===== src/rtl/accel_ctrl_master.sv =====
`default_nettype none
// ============================================================================
// Module      : accel_ctrl_master
// Description : AXI4-Lite initiator for the accelerator control bus. Each
//               host command becomes one AXI4-Lite register read or write,
//               and only one transaction is in flight at a time. The module
//               returns the slave's data and response code, and it raises
//               timeout when a transaction has stalled too long.
// Ports       : aclk/areset      - clock, asynchronous active-high reset
//               cmd_*            - host command (valid/ready, write, addr, wdata)
//               rsp_*            - response to host (valid/ready, rdata, resp)
//               timeout          - current transaction hit TIMEOUT_CYCLES
//               aw*/w*/b*        - AXI4-Lite write address/data/response
//               ar*/r*           - AXI4-Lite read address/data
// Revision    : 1.0 - initial release
// ============================================================================
module accel_ctrl_master #(
    parameter int ADDR_WIDTH     = 8,
    parameter int DATA_WIDTH     = 8,
    parameter int TIMEOUT_CYCLES = 256
) (
    input  logic                  aclk,
    input  logic                  areset,
    // host command
    input  logic                  cmd_valid,
    output logic                  cmd_ready,
    input  logic                  cmd_write,
    input  logic [ADDR_WIDTH-1:0] cmd_addr,
    input  logic [DATA_WIDTH-1:0] cmd_wdata,
    // host response
    output logic                  rsp_valid,
    input  logic                  rsp_ready,
    output logic [DATA_WIDTH-1:0] rsp_rdata,
    output logic [1:0]            rsp_resp,
    output logic                  timeout,
    // AXI4-Lite write address
    output logic [ADDR_WIDTH-1:0] awaddr,
    output logic                  awvalid,
    input  logic                  awready,
    // AXI4-Lite write data
    output logic [DATA_WIDTH-1:0] wdata,
    output logic                  wvalid,
    input  logic                  wready,
    // AXI4-Lite write response
    input  logic [1:0]            bresp,
    input  logic                  bvalid,
    output logic                  bready,
    // AXI4-Lite read address
    output logic [ADDR_WIDTH-1:0] araddr,
    output logic                  arvalid,
    input  logic                  arready,
    // AXI4-Lite read data
    input  logic [DATA_WIDTH-1:0] rdata,
    input  logic [1:0]            rresp,
    input  logic                  rvalid,
    output logic                  rready
);

    // The counter must be able to hold TIMEOUT_CYCLES itself, because it
    // saturates there.
    localparam int                C_CNT_W = $clog2(TIMEOUT_CYCLES + 1);
    localparam logic [C_CNT_W-1:0] C_TMO  = C_CNT_W'(TIMEOUT_CYCLES);

    typedef enum logic [2:0] {
        S_IDLE    = 3'd0,
        S_WR      = 3'd1,
        S_WRESP   = 3'd2,
        S_RD_ADDR = 3'd3,
        S_RD_DATA = 3'd4,
        S_RSP     = 3'd5
    } state_t;

    state_t             r_state;
    logic [C_CNT_W-1:0] r_count;

    // A write channel counts as done once its valid has already dropped, or
    // when its handshake completes on this edge.
    logic w_aw_done;
    logic w_w_done;
    logic w_busy;

    assign w_aw_done = !awvalid || awready;
    assign w_w_done  = !wvalid  || wready;
    assign w_busy    = (r_state == S_WR)      || (r_state == S_WRESP) ||
                       (r_state == S_RD_ADDR) || (r_state == S_RD_DATA);
    assign timeout   = (r_count == C_TMO);

    always_ff @(posedge aclk or posedge areset) begin
        if (areset) begin
            r_state   <= S_IDLE;
            r_count   <= '0;
            cmd_ready <= 1'b0;
            rsp_valid <= 1'b0;
            rsp_rdata <= '0;
            rsp_resp  <= 2'b00;
            awaddr    <= '0;
            awvalid   <= 1'b0;
            wdata     <= '0;
            wvalid    <= 1'b0;
            bready    <= 1'b0;
            araddr    <= '0;
            arvalid   <= 1'b0;
            rready    <= 1'b0;
        end else begin
            // The counter increments while any bus phase is waiting. It
            // saturates at the limit, and it holds through RSP and IDLE
            // until the next accept clears it.
            if (w_busy && (r_count != C_TMO)) begin
                r_count <= r_count + C_CNT_W'(1);
            end

            case (r_state)
                S_IDLE: begin
                    cmd_ready <= 1'b1;
                    if (cmd_valid && cmd_ready) begin
                        cmd_ready <= 1'b0;
                        r_count   <= '0;
                        if (cmd_write) begin
                            awaddr  <= cmd_addr;
                            wdata   <= cmd_wdata;
                            awvalid <= 1'b1;
                            wvalid  <= 1'b1;
                            r_state <= S_WR;
                        end else begin
                            araddr  <= cmd_addr;
                            arvalid <= 1'b1;
                            r_state <= S_RD_ADDR;
                        end
                    end
                end

                S_WR: begin
                    // Address and data handshakes are independent. Each
                    // valid drops after its own handshake completes.
                    if (awvalid && awready) begin
                        awvalid <= 1'b0;
                    end
                    if (wvalid && wready) begin
                        wvalid <= 1'b0;
                    end
                    if (w_aw_done && w_w_done) begin
                        bready  <= 1'b1;
                        r_state <= S_WRESP;
                    end
                end

                S_WRESP: begin
                    if (bvalid) begin
                        bready    <= 1'b0;
                        rsp_resp  <= bresp;
                        rsp_rdata <= '0;
                        rsp_valid <= 1'b1;
                        r_state   <= S_RSP;
                    end
                end

                S_RD_ADDR: begin
                    if (arready) begin
                        arvalid <= 1'b0;
                        rready  <= 1'b1;
                        r_state <= S_RD_DATA;
                    end
                end

                S_RD_DATA: begin
                    if (rvalid) begin
                        rready    <= 1'b0;
                        rsp_rdata <= rdata;
                        rsp_resp  <= rresp;
                        rsp_valid <= 1'b1;
                        r_state   <= S_RSP;
                    end
                end

                S_RSP: begin
                    if (rsp_ready) begin
                        rsp_valid <= 1'b0;
                        cmd_ready <= 1'b1;
                        r_state   <= S_IDLE;
                    end
                end

                default: begin
                    r_state <= S_IDLE;
                end
            endcase
        end
    end

endmodule
`default_nettype wire

===== config.mk =====
export PLATFORM = sky130hd
export DESIGN_NAME = accel_ctrl_master
export DESIGN_NICKNAME = d
export VERILOG_FILES = /design/src/rtl/accel_ctrl_master.sv
export SDC_FILE = /design/constraint.sdc
export NUM_CORES = 1
export LEC_CHECK = 0
export BUFFER_PORTS_ARGS = -buffer_cell sky130_fd_sc_hd__clkbuf_2
export CORE_MARGIN = 3
export CORE_UTILIZATION = 45
export CTS_CLUSTER_SIZE = 8
export DETAILED_ROUTE_END_ITERATION = 7
export PLACE_DENSITY_LB_ADDON = 0.15
export SKIP_LAST_GASP = 1
export SYNTH_ARGS = -nofsm -noshare
export SYNTH_HDL_FRONTEND = slang
export SYNTH_SLANG_ARGS = --single-unit

===== constraint.sdc =====
create_clock -name aclk -period 1.8 [get_ports aclk]
set_input_delay 0.09 -clock aclk [delete_from_list [all_inputs] [get_ports aclk]]
set_output_delay 0.09 -clock aclk [all_outputs]
set_load 0.05 [all_outputs]

==> out/qor.yml, run 1 <==
power_and_ir_drop:
  switching_share: 0.507
  power.total_uw: 6510
  p_sw_uw: 3300
  internal_power_uw: 3210
  power_frac_seq: 0.317
  pwr-share-clk: 0.110
  ir_worst_vdd_mv: 1.14
  power_density_mw_per_mm2: 2010
  p_leak_uw: 0.00158
  combPwrFrac: 0.573
synth:
  synth-seq-cells: 53
  syn-mean-instance-area_um2: 11.4
  synthCells: 216
  ys_top_cells_by_area: "dfrtp_1 54%, mux2_2 6.8%, mux2_4 6.1%"
  syn-num-nets: 256
  async_flop_share: 1.00
  ys_warn_count: 0
  synth_edf_count: 0
  ys_seq_area_frac: 0.537
  synthDominantCellAreaShare: 0.537
  syn_area_mm2: 0.00247
  yosysUniqueCellTypes: 38
  synth_ff_type: "dfrtp_1"
  synth_area_leader_cell: "dfrtp_1"
global_routing:
  met2_usage: 0.286
  grt_usage: 0.175
  grt_util_met1: 0.221
  gr-usage-met3: 0.0527
  grt_overflow: 0
  busiest_layer: "met2"
  grt_pass1_wl_mm: 8.74
  grt_pass1_vias: 1927
  antenna_found_initial: 0
  grt_start_max_net_pins: 33
hold_path:
  hold_path_class: "in -> reg"
routing:
  ant_nets: 0
  dr.pass1.iters: 4
  via_per_inst: 4.87
  finalWirelength_mm: 5.14
  first_iter_violations: 92
  drc: 0
  wl_per_cell_um: 13.2
  vias: 1899
clocking:
  cts_tree: "done"
  clk_transition_reported_paths_ns: 0.10
  clk_path_buf_depth: 2
  cts_root_buffer: "clkbuf_8"
  cts.htree.levels: 2
  clock_latency_ns: 0.31
  cts_inserted_buffers: 5
  clkSinkCount: 53
run:
  maxCapViolations: 0
cells_and_area:
  diodes: 0
  final_cell_count_no_fill: 390
  final_nets: 359
  drive_gt1_frac: 0.416
  mostFrequentLayoutCells: "78 x clkbuf_2, 53 x dfrtp_1, 35 x nand2_1"
  final_common_cell: "clkbuf_2"
  syn2layout_area_growth_pct: 30.9
  nFillCells: 449
sta:
  rsz0062_at_grt: "yes"
  setup_viol: 0
  fmax_mhz: 569
  hold_viol_final: 0
  clock_skew_ns: 0.00863
  fin_crit_sh: 0.976
  max_slew_margin: 0.661
  slew_viol_final: 0
  layout_min_cycle_time_ns: 1.76
  tightestPinTransition_ns: 0.508
  fin_hold_ws_ns: 0.00912
placement:
  dp_hpwl_mm: 3.82
  dp.cells: 368
  port_buffers: 79
  gp_congestion: 0.763
die:
  start_util: 0.475
  rows: 26
  dieArea_mm2: 0.00641
  ioPinCount: 80
  die_x_um: 80.1
  fp.coreArea_mm2: 0.00520
  die-height_um: 80.1
critical_path:
  cp.arrival_ns: 1.99
  end_kind: "flop"
  crit_type: "reg -> reg"
  start_kind: "flop"
  critPathMaxFanout: 12
  cp_data_required_time_ns: 2.03
outcome:
  outcome: "complete, no violations"
==> power by group through the flow <==
stage               Sequential, uW  Clock, uW  Combinational (uW)
floorplan                     3620          0                1330
global placement              2070          0                3680
detailed placement            2070          0                3720
CTS                           2060        749                3750
global route                  2150        798                3990
finish                        2060        717                3730
==> final cells by class <==
| cell class | instances | area [um2] | area share |
|---|---|---|---|
| flip-flops and latches | 53 | 1330 | 0.410 |
| multi-input cells | 147 | 1050 | 0.324 |
| repair buffers | 106 | 648 | 0.201 |
| well taps | 70 | 87.6 | 0.0271 |
| clock buffers | 6 | 82.6 | 0.0256 |
| inverters | 6 | 22.5 | 0.00697 |
| clock inverters | 2 | 16.3 | 0.00503 |
==> cells by family (layout without fill, tap and decap cells) <==
group | count (synthesis) | after routing | share of synthesized area
AO/OA/AOI/OAI | 39 | 39 | 0.0912
buffers and inverters | 16 | 120 | 0.0415
flip-flops | 53 | 53 | 0.537
multiplexers | 32 | 32 | 0.158
XOR/XNOR | 1 | 1 | 0.00355
adder cells (fa/ha/maj) | 2 | 2 | 0.0101
AND/OR/NAND/NOR | 73 | 73 | 0.159
==> registers in the layout, indices dropped and copies added (netlist names), 2 cells and up <==
register	flops
r_count	9
wdata	8
rsp_rdata	8
rsp_resp	2
r_state	3
awaddr	8
araddr	8
==> worst max-delay path, cell delays in order (launching register included) <==
cell	delay (ns)
dfrtp_1	0.35
inv_1	0.06
ha_1	0.20
nor4b_2	0.16
a211o_2	0.40
or3_1	0.38
a21oi_1	0.13
==> worst paths after layout <==
path / startpoint / end / slack [ns] / cells after the start
worst max-delay path: r_count[0] / r_count[3] / 0.04 / 6
worst min-delay path: cmd_wdata[0] / wdata[0] / 0.009 / 2
worst max register to register: r_count[0] / r_count[3] / 0.04 / 6
worst min register to register: arvalid / arvalid / 0.49 / 1
max in group asynchronous: areset / r_count[4] / 0.93 / 4
min in group asynchronous: areset / wdata[3] / 0.33 / 3
==> per-layer routing <==
| layer | wire length [um] | share of wire |
|---|---|---|
| met4 | 56 | 0.011 |
| met1 | 2280 | 0.44 |
| met5 | 0 | 0 |
| met3 | 364 | 0.071 |
| met2 | 2440 | 0.47 |
==> what timing repair did <==
action | in CTS | in global routing
hold endpoints to repair | 32 | 2
endpoints found under the setup margin | 4 | 7
hold buffers | 12 | 2
gates resized for setup | 2 | 1
buffers inserted | 0 | 0
pin swaps | 0 | 1
==> stage by stage <==
step	setup slack [ns]	setup TNS (ns)	utilization	cell area (um2)
3_5_place_dp	0.00174	0	0.573	2980
6_report	0.0425	0	0.621	3230
3_3_place_gp	0.0445	0	0.573	2980
2_1_floorplan	0.0457	0	-	2470
4_1_cts	0.0105	0	0.616	3210
5_1_grt	-0.0816	-0.249	0.621	3230
==> synthesized netlist by cell type, types with 2 or more instances <==
cell type and instances:
nor3_2 2, nor4b_1 2, buf_6 3, nand2_1 35, dfrtp_1 53, o211ai_1 2, nor2b_1 4, mux2_4 10
o21ai_0 23, nand3_1 6, nor2_1 7, nand4_1 2, ha_1 2, clkbuf_1 3, mux2_2 15, a41oi_1 2
inv_1 6, buf_2 3, nand3b_1 2, mux2i_1 7, a21oi_1 5, or3_1 4, and2_1 2, a21o_1 2
No activity file was read; power rests on OpenSTA's default activity.
==> inputs of run 2 (changes only) <==
--- a/config.mk
+++ b/config.mk
@@ -5,9 +5,10 @@
 export SDC_FILE = /design/constraint.sdc
 export NUM_CORES = 1
 export LEC_CHECK = 0
+export ABC_AREA = 1
 export BUFFER_PORTS_ARGS = -buffer_cell sky130_fd_sc_hd__clkbuf_2
 export CORE_MARGIN = 3
-export CORE_UTILIZATION = 45
+export CORE_UTILIZATION = 46
 export CTS_CLUSTER_SIZE = 8
 export DETAILED_ROUTE_END_ITERATION = 7
 export PLACE_DENSITY_LB_ADDON = 0.15
==> run 2 against run 1 <==
  * Core utilization is 0.79 points lower
  * First-iteration DRC count rose by 36%
  * Register-to-register slack better by 0.21 ns
  * Sequential power up 3%
  * Critical path depth is 3 higher
  * Global-route usage grew 1.4 points
  * Combinational power about the same
  * Hold slack better by 0.00090 ns
  * Clock skew shrank 0.0011 ns
  * Sequential cell count unchanged
  * Clock-buffer cell count is 1 lower
==> out/qor.yml, run 2 <==
outcome:
  outcome: "complete, no violations"
global_routing:
  gr-usage-met3: 0.0488
  grt_usage: 0.189
  met2_usage: 0.301
  grt_start_max_net_pins: 27
  grt_pass1_wl_mm: 9.58
  antenna_found_initial: 0
  grt_util_met1: 0.251
  busiest_layer: "met2"
  grt_pass1_vias: 2154
  grt_overflow: 0
synth:
  syn-num-nets: 369
  syn-mean-instance-area_um2: 7.86
  syn_area_mm2: 0.00259
  synthDominantCellAreaShare: 0.513
  synthCells: 329
  synth_most_common_cell: "nand2_1"
  ys_seq_area_frac: 0.513
  async_flop_share: 1.00
  synth-seq-cells: 53
  synthTopCellsByCount: "125 x nand2_1, 53 x dfrtp_1, 31 x inv_1, 29 x nand3_1, 25 x nor2_1"
  ys_warn_count: 0
  ys_top_cells_by_area: "dfrtp_1 51%, nand2_1 18%, nand3_1 5.6%"
  synth_ff_type: "dfrtp_1"
  yosysUniqueCellTypes: 24
  synth_edf_count: 0
  synth_area_leader_cell: "dfrtp_1"
die:
  die-height_um: 81
  dieArea_mm2: 0.00656
  die_x_um: 81
  ioPinCount: 80
  rows: 26
  fp.coreArea_mm2: 0.00527
  start_util: 0.491
clocking:
  post-cts-setup-buffer-count: 0
  cts_inserted_buffers: 5
  hold_buffers: 9
  cts.htree.levels: 2
  post_cts_resized: 0
  clock_latency_ns: 0.30
  clk_path_buf_depth: 2
  cts_root_buffer: "clkbuf_8"
  clk_transition_reported_paths_ns: 0.09
  cts_tree: "done"
  clkSinkCount: 53
hold_path:
  holdPathStages: 3
  hold_start: "rdata[7]"
  min_to: "rsp_rdata[7]"
  hold_path_class: "in -> reg"
cells_and_area:
  final_cell_count_no_fill: 490
  drive_gt1_frac: 0.274
  mostFrequentLayoutCells: "125 x nand2_1, 79 x clkbuf_2, 53 x dfrtp_1"
  diodes: 0
  multi_input_area_mm2: 0.00105
  final_common_cell: "nand2_1"
  final_nets: 460
  largest_reg_flops: 9
  top_register: "r_count"
  syn2layout_area_growth_pct: 24.9
  regArea_mm2: 0.00133
  nFillCells: 509
  final_util: 0.613
sta:
  layout_min_cycle_time_ns: 1.55
  hold_viol_final: 0
  max_slew_margin: 0.663
  tightestPinTransition_ns: 0.504
  setup_viol: 0
  fmax_mhz: 646
  slew_viol_final: 0
  rsz0062_at_grt: "no"
  clock_skew_ns: 0.00748
  fin_crit_sh: 0.860
  setup_tns_ns: 0
routing:
  drc: 0
  wl_per_cell_um: 11.8
  vias: 2304
  ant_nets: 0
  first_iter_violations: 125
  dr.pass1.iters: 4
  finalWirelength_mm: 5.80
  via_per_inst: 4.70
power_and_ir_drop:
  p_sw_uw: 3590
  power_density_mw_per_mm2: 2050
  ir_worst_vdd_mv: 1.14
  switching_share: 0.541
  internal_power_uw: 3040
  p_leak_uw: 0.00187
  combPwrFrac: 0.560
  power_frac_seq: 0.321
  pwr-share-clk: 0.119
critical_path:
  critPathMaxFanout: 9
  cp.arrival_ns: 1.75
  crit_chain: "inv_1 > nand2_2 > nor2_1 > nand2_2 > inv_2 > nor2_4 > nand2_1 > nand2_1 > nand2_1"
  cpLargestDelayFamily: "simple AND/OR/NAND/NOR gates"
  cpPeakStageDelay_ns: 0.61
  cpMostUsedCell: "nand2_1"
  end_kind: "flop"
  reg2reg_slack_ns: 0.25
  rr_endpoint: "r_state[1]"
  slowest_stage: "dfrtp_1"
  crit_type: "reg -> reg"
  start_kind: "flop"
  reg2regPathDepth: 9
  r2r_start: "r_state[1]"
  crit_buf_inv: 2
  cp_data_required_time_ns: 2.00
placement:
  gp_congestion: 0.861
  dp.cells: 474
  dp_hpwl_mm: 4.50
  port_buffers: 79
run:
  maxCapViolations: 0
run 2: per-layer routing:
layer	part of all wire	wire length, um	up-vias
li1	-	-	1204
met1	0.45	2620	1038
met2	0.48	2790	52
met3	0.046	266	10
met4	0.022	127	0
met5	0	0	-
run 2: layout make-up:
| cell class | count | area share |
|---|---|---|
| flip-flops and latches | 53 | 0.411 |
| multi-input cells | 230 | 0.325 |
| repair buffers | 92 | 0.160 |
| inverters | 38 | 0.0442 |
| well taps | 70 | 0.0271 |
| clock buffers | 5 | 0.0213 |
| clock inverters | 2 | 0.0120 |
run 2: how the worst max path moves through the flow:
stage	end	startpoint	slack [ns]	cells after the start
after floorplan	r_state[2]	cmd_ready	0.23	7
after global placement	r_state[1]	r_state[1]	0.33	9
after detailed placement	r_state[1]	r_state[1]	0.28	9
after CTS	r_state[1]	r_state[1]	0.27	9
after global routing	r_count[3]	r_count[0]	0.11	8
final	r_state[1]	r_state[1]	0.25	9
run 2: cell families (layout without fill, tap and decap cells):
logic type | Yosys count | after routing | share of synthesized area
adders and majority gates | 2 | 2 | 0.00967
buffers and inverters | 46 | 137 | 0.0812
AOI/OAI and AO/OA | 27 | 27 | 0.0546
and+or+nand+nor | 201 | 201 | 0.342
DFF | 53 | 53 | 0.513
run 2: power by group through the flow:
stage,Sequential [uW],Clock [uW],Combinational [uW]
after CTS,2130,808,3750
after global placement,2140,0,3670
after global routing,2210,869,4030
after floorplan,3530,0,1550
after detailed placement,2140,0,3740
final,2130,789,3710
run 2: metrics by stage:
step	power, uW	cell area (um2)	setup slack (ns)	hold WS, ns
5_1_grt	7110	3230	0.106	0.00408
3_3_place_gp	5810	3030	0.333	0.141
3_5_place_dp	5880	3030	0.279	0.134
4_1_cts	6690	3230	0.271	0.00128
6_report	6630	3230	0.252	0.0100
2_1_floorplan	5080	2590	0.232	0.207
run 2: worst register-to-register path: cells and delay by family, from the launching register on:
family / cells / cell delay [ns]
and+or+nand+nor: 7 / 0.64
buffers and inverters: 2 / 0.20
DFF: 1 / 0.61
==> inputs of run 3 (changes only) <==
--- a/config.mk
+++ b/config.mk
@@ -8,7 +8,7 @@
 export ABC_AREA = 1
 export BUFFER_PORTS_ARGS = -buffer_cell sky130_fd_sc_hd__clkbuf_2
 export CORE_MARGIN = 3
-export CORE_UTILIZATION = 46
+export CORE_UTILIZATION = 34
 export CTS_CLUSTER_SIZE = 8
 export DETAILED_ROUTE_END_ITERATION = 7
 export PLACE_DENSITY_LB_ADDON = 0.15
==> run 3 against run 2 <==
  * Die area increased by 32%
  * Non-clock buffer count grew 2
  * Fmax increased by 1.8%
  * Critical path depth is 1 lower
  * Sequential cell count is the same
  * First-iteration DRC count fell by 35%
  * Power is 0.16% higher
  * Register-to-register slack gained 0.03 ns
==> out/qor.yml, run 3 (synthesis gave the netlist of run 2 again) <==
routing:
  ant_nets: 0
  wl_per_cell_um: 11.7
  via_per_inst: 4.45
  first_iter_violations: 81
  vias: 2317
  finalWirelength_mm: 6.12
  dr.pass1.iters: 4
  drc: 0
critical_path:
  slowest_stage: "dfrtp_1"
  rr_endpoint: "rsp_rdata[6]"
  critPathMaxFanout: 8
  reg2regPathDepth: 8
  cp_data_required_time_ns: 2.05
  cpLargestDelayFamily: "simple AND/OR/NAND/NOR gates"
  r2r_start: "r_state[0]"
  crit_type: "reg -> reg"
  reg2reg_slack_ns: 0.28
  cp.arrival_ns: 1.77
  cpPeakStageDelay_ns: 0.50
  crit_buf_inv: 3
  start_kind: "flop"
  end_kind: "flop"
  crit_chain: "inv_2 > nand3_2 > nand2_1 > inv_2 > nor2_2 > buf_4 > nand3_1 > nand2_1"
sta:
  tightestPinTransition_ns: 0.398
  setup_viol: 0
  hold_viol_final: 0
  slew_viol_final: 0
  max_slew_margin: 0.734
  clock_skew_ns: 0.00984
  fmax_mhz: 658
  rsz0062_at_grt: "no"
  setup_tns_ns: 0
  fin_crit_sh: 0.845
  layout_min_cycle_time_ns: 1.52
die:
  die-height_um: 93.2
  die_x_um: 93.2
  fp.coreArea_mm2: 0.00733
  start_util: 0.353
  dieArea_mm2: 0.00869
  rows: 31
  ioPinCount: 80
clocking:
  cts.htree.levels: 2
  post_cts_resized: 0
  cts_root_buffer: "clkbuf_8"
  clkSinkCount: 53
  clk_transition_reported_paths_ns: 0.09
  cts_tree: "done"
  clock_latency_ns: 0.31
  cts_inserted_buffers: 5
  clk_path_buf_depth: 2
global_routing:
  grt_pass1_wl_mm: 10.6
  grt_util_met1: 0.184
  gr-usage-met3: 0.0426
  grt_start_max_net_pins: 54
  grt_pass1_vias: 2277
  antenna_found_initial: 0
  busiest_layer: "met2"
  met2_usage: 0.261
  grt_overflow: 0
  grt_usage: 0.152
cells_and_area:
  top_register: "r_count"
  final_common_cell: "nand2_1"
  final_util: 0.450
  drive_gt1_frac: 0.270
  diodes: 0
  final_nets: 462
  syn2layout_area_growth_pct: 27.6
  mostFrequentLayoutCells: "125 x nand2_1, 79 x clkbuf_2, 53 x dfrtp_1"
  largest_reg_flops: 9
  nFillCells: 736
power_and_ir_drop:
  p_leak_uw: 0.00188
  power_density_mw_per_mm2: 2010
  ir_worst_vdd_mv: 0.926
hold_path:
  hold_start: "rdata[5]"
  min_to: "rsp_rdata[5]"
  hold_path_class: "in -> reg"
  holdPathStages: 3
placement:
  gp_congestion: 0.806
  port_buffers: 79
  dp_hpwl_mm: 4.62
outcome:
  outcome: "complete, no violations"
run:
  maxCapViolations: 0
==> run 3: final cells by class <==
cell class | count | area [um2] | area share
flip-flops and latches | 53 | 1330 | 0.402
multi-input cells | 230 | 1050 | 0.318
repair buffers | 94 | 551 | 0.167
clock inverters | 2 | 38.8 | 0.0117
well taps | 99 | 124 | 0.0375
clock buffers | 5 | 68.8 | 0.0208
inverters | 38 | 143 | 0.0432
==> run 3: timing repair <==
action / CTS / global route
hold endpoints to repair: 64 / 0
buffers inserted: 0 / 0
hold buffers: 12 / 0
endpoints found under the setup margin: 0 / 0
==> run 3: worst max-delay path by stage <==
stage | start | to | slack [ns] | cells after the start
detailed placement | r_state[0] | awvalid | 0.29 | 5
global route | r_count[0] | r_count[0] | 0.07 | 9
global placement | r_state[0] | awvalid | 0.27 | 5
CTS | r_state[0] | rsp_rdata[6] | 0.26 | 8
floorplan | cmd_ready | r_state[2] | 0.23 | 7
finish | r_state[0] | rsp_rdata[6] | 0.28 | 8
==> run 3: per-layer routing <==
metal	up-vias	part of all wire	wire length (um)
li1	1210	-	-
met1	1041	0.43	2630
met2	54	0.50	3040
met3	12	0.054	329
met4	0	0.021	127
met5	-	0	0
==> run 3: worst register-to-register path, delay by kind of cell, from the launching register on <==
| kind | cells | cell delay [ns] |
|---|---|---|
| and+or+nand+nor | 5 | 0.54 |
| DFF | 1 | 0.50 |
| buffers and inverters | 3 | 0.45 |
==> run 3: power by group <==
| group | switching (uW) | internal [uW] | total, uW |
|---|---|---|---|
| combinational | 2790 | 916 | 3710 |
| sequential | 412 | 1720 | 2130 |
| clock | 390 | 412 | 802 |
==> run 3: through the flow <==
stage	total power [uW]	area [um2]	hold slack, ns	std cells	setup slack (ns)
2_1_floorplan	5080	2590	0.207	329	0.232
3_3_place_gp	5850	3070	0.150	502	0.273
3_5_place_dp	5880	3070	0.151	502	0.285
4_1_cts	6730	3300	0.000354	521	0.263
5_1_grt	7170	3300	0.00378	521	0.0717
6_report	6640	3300	0.0106	521	0.279
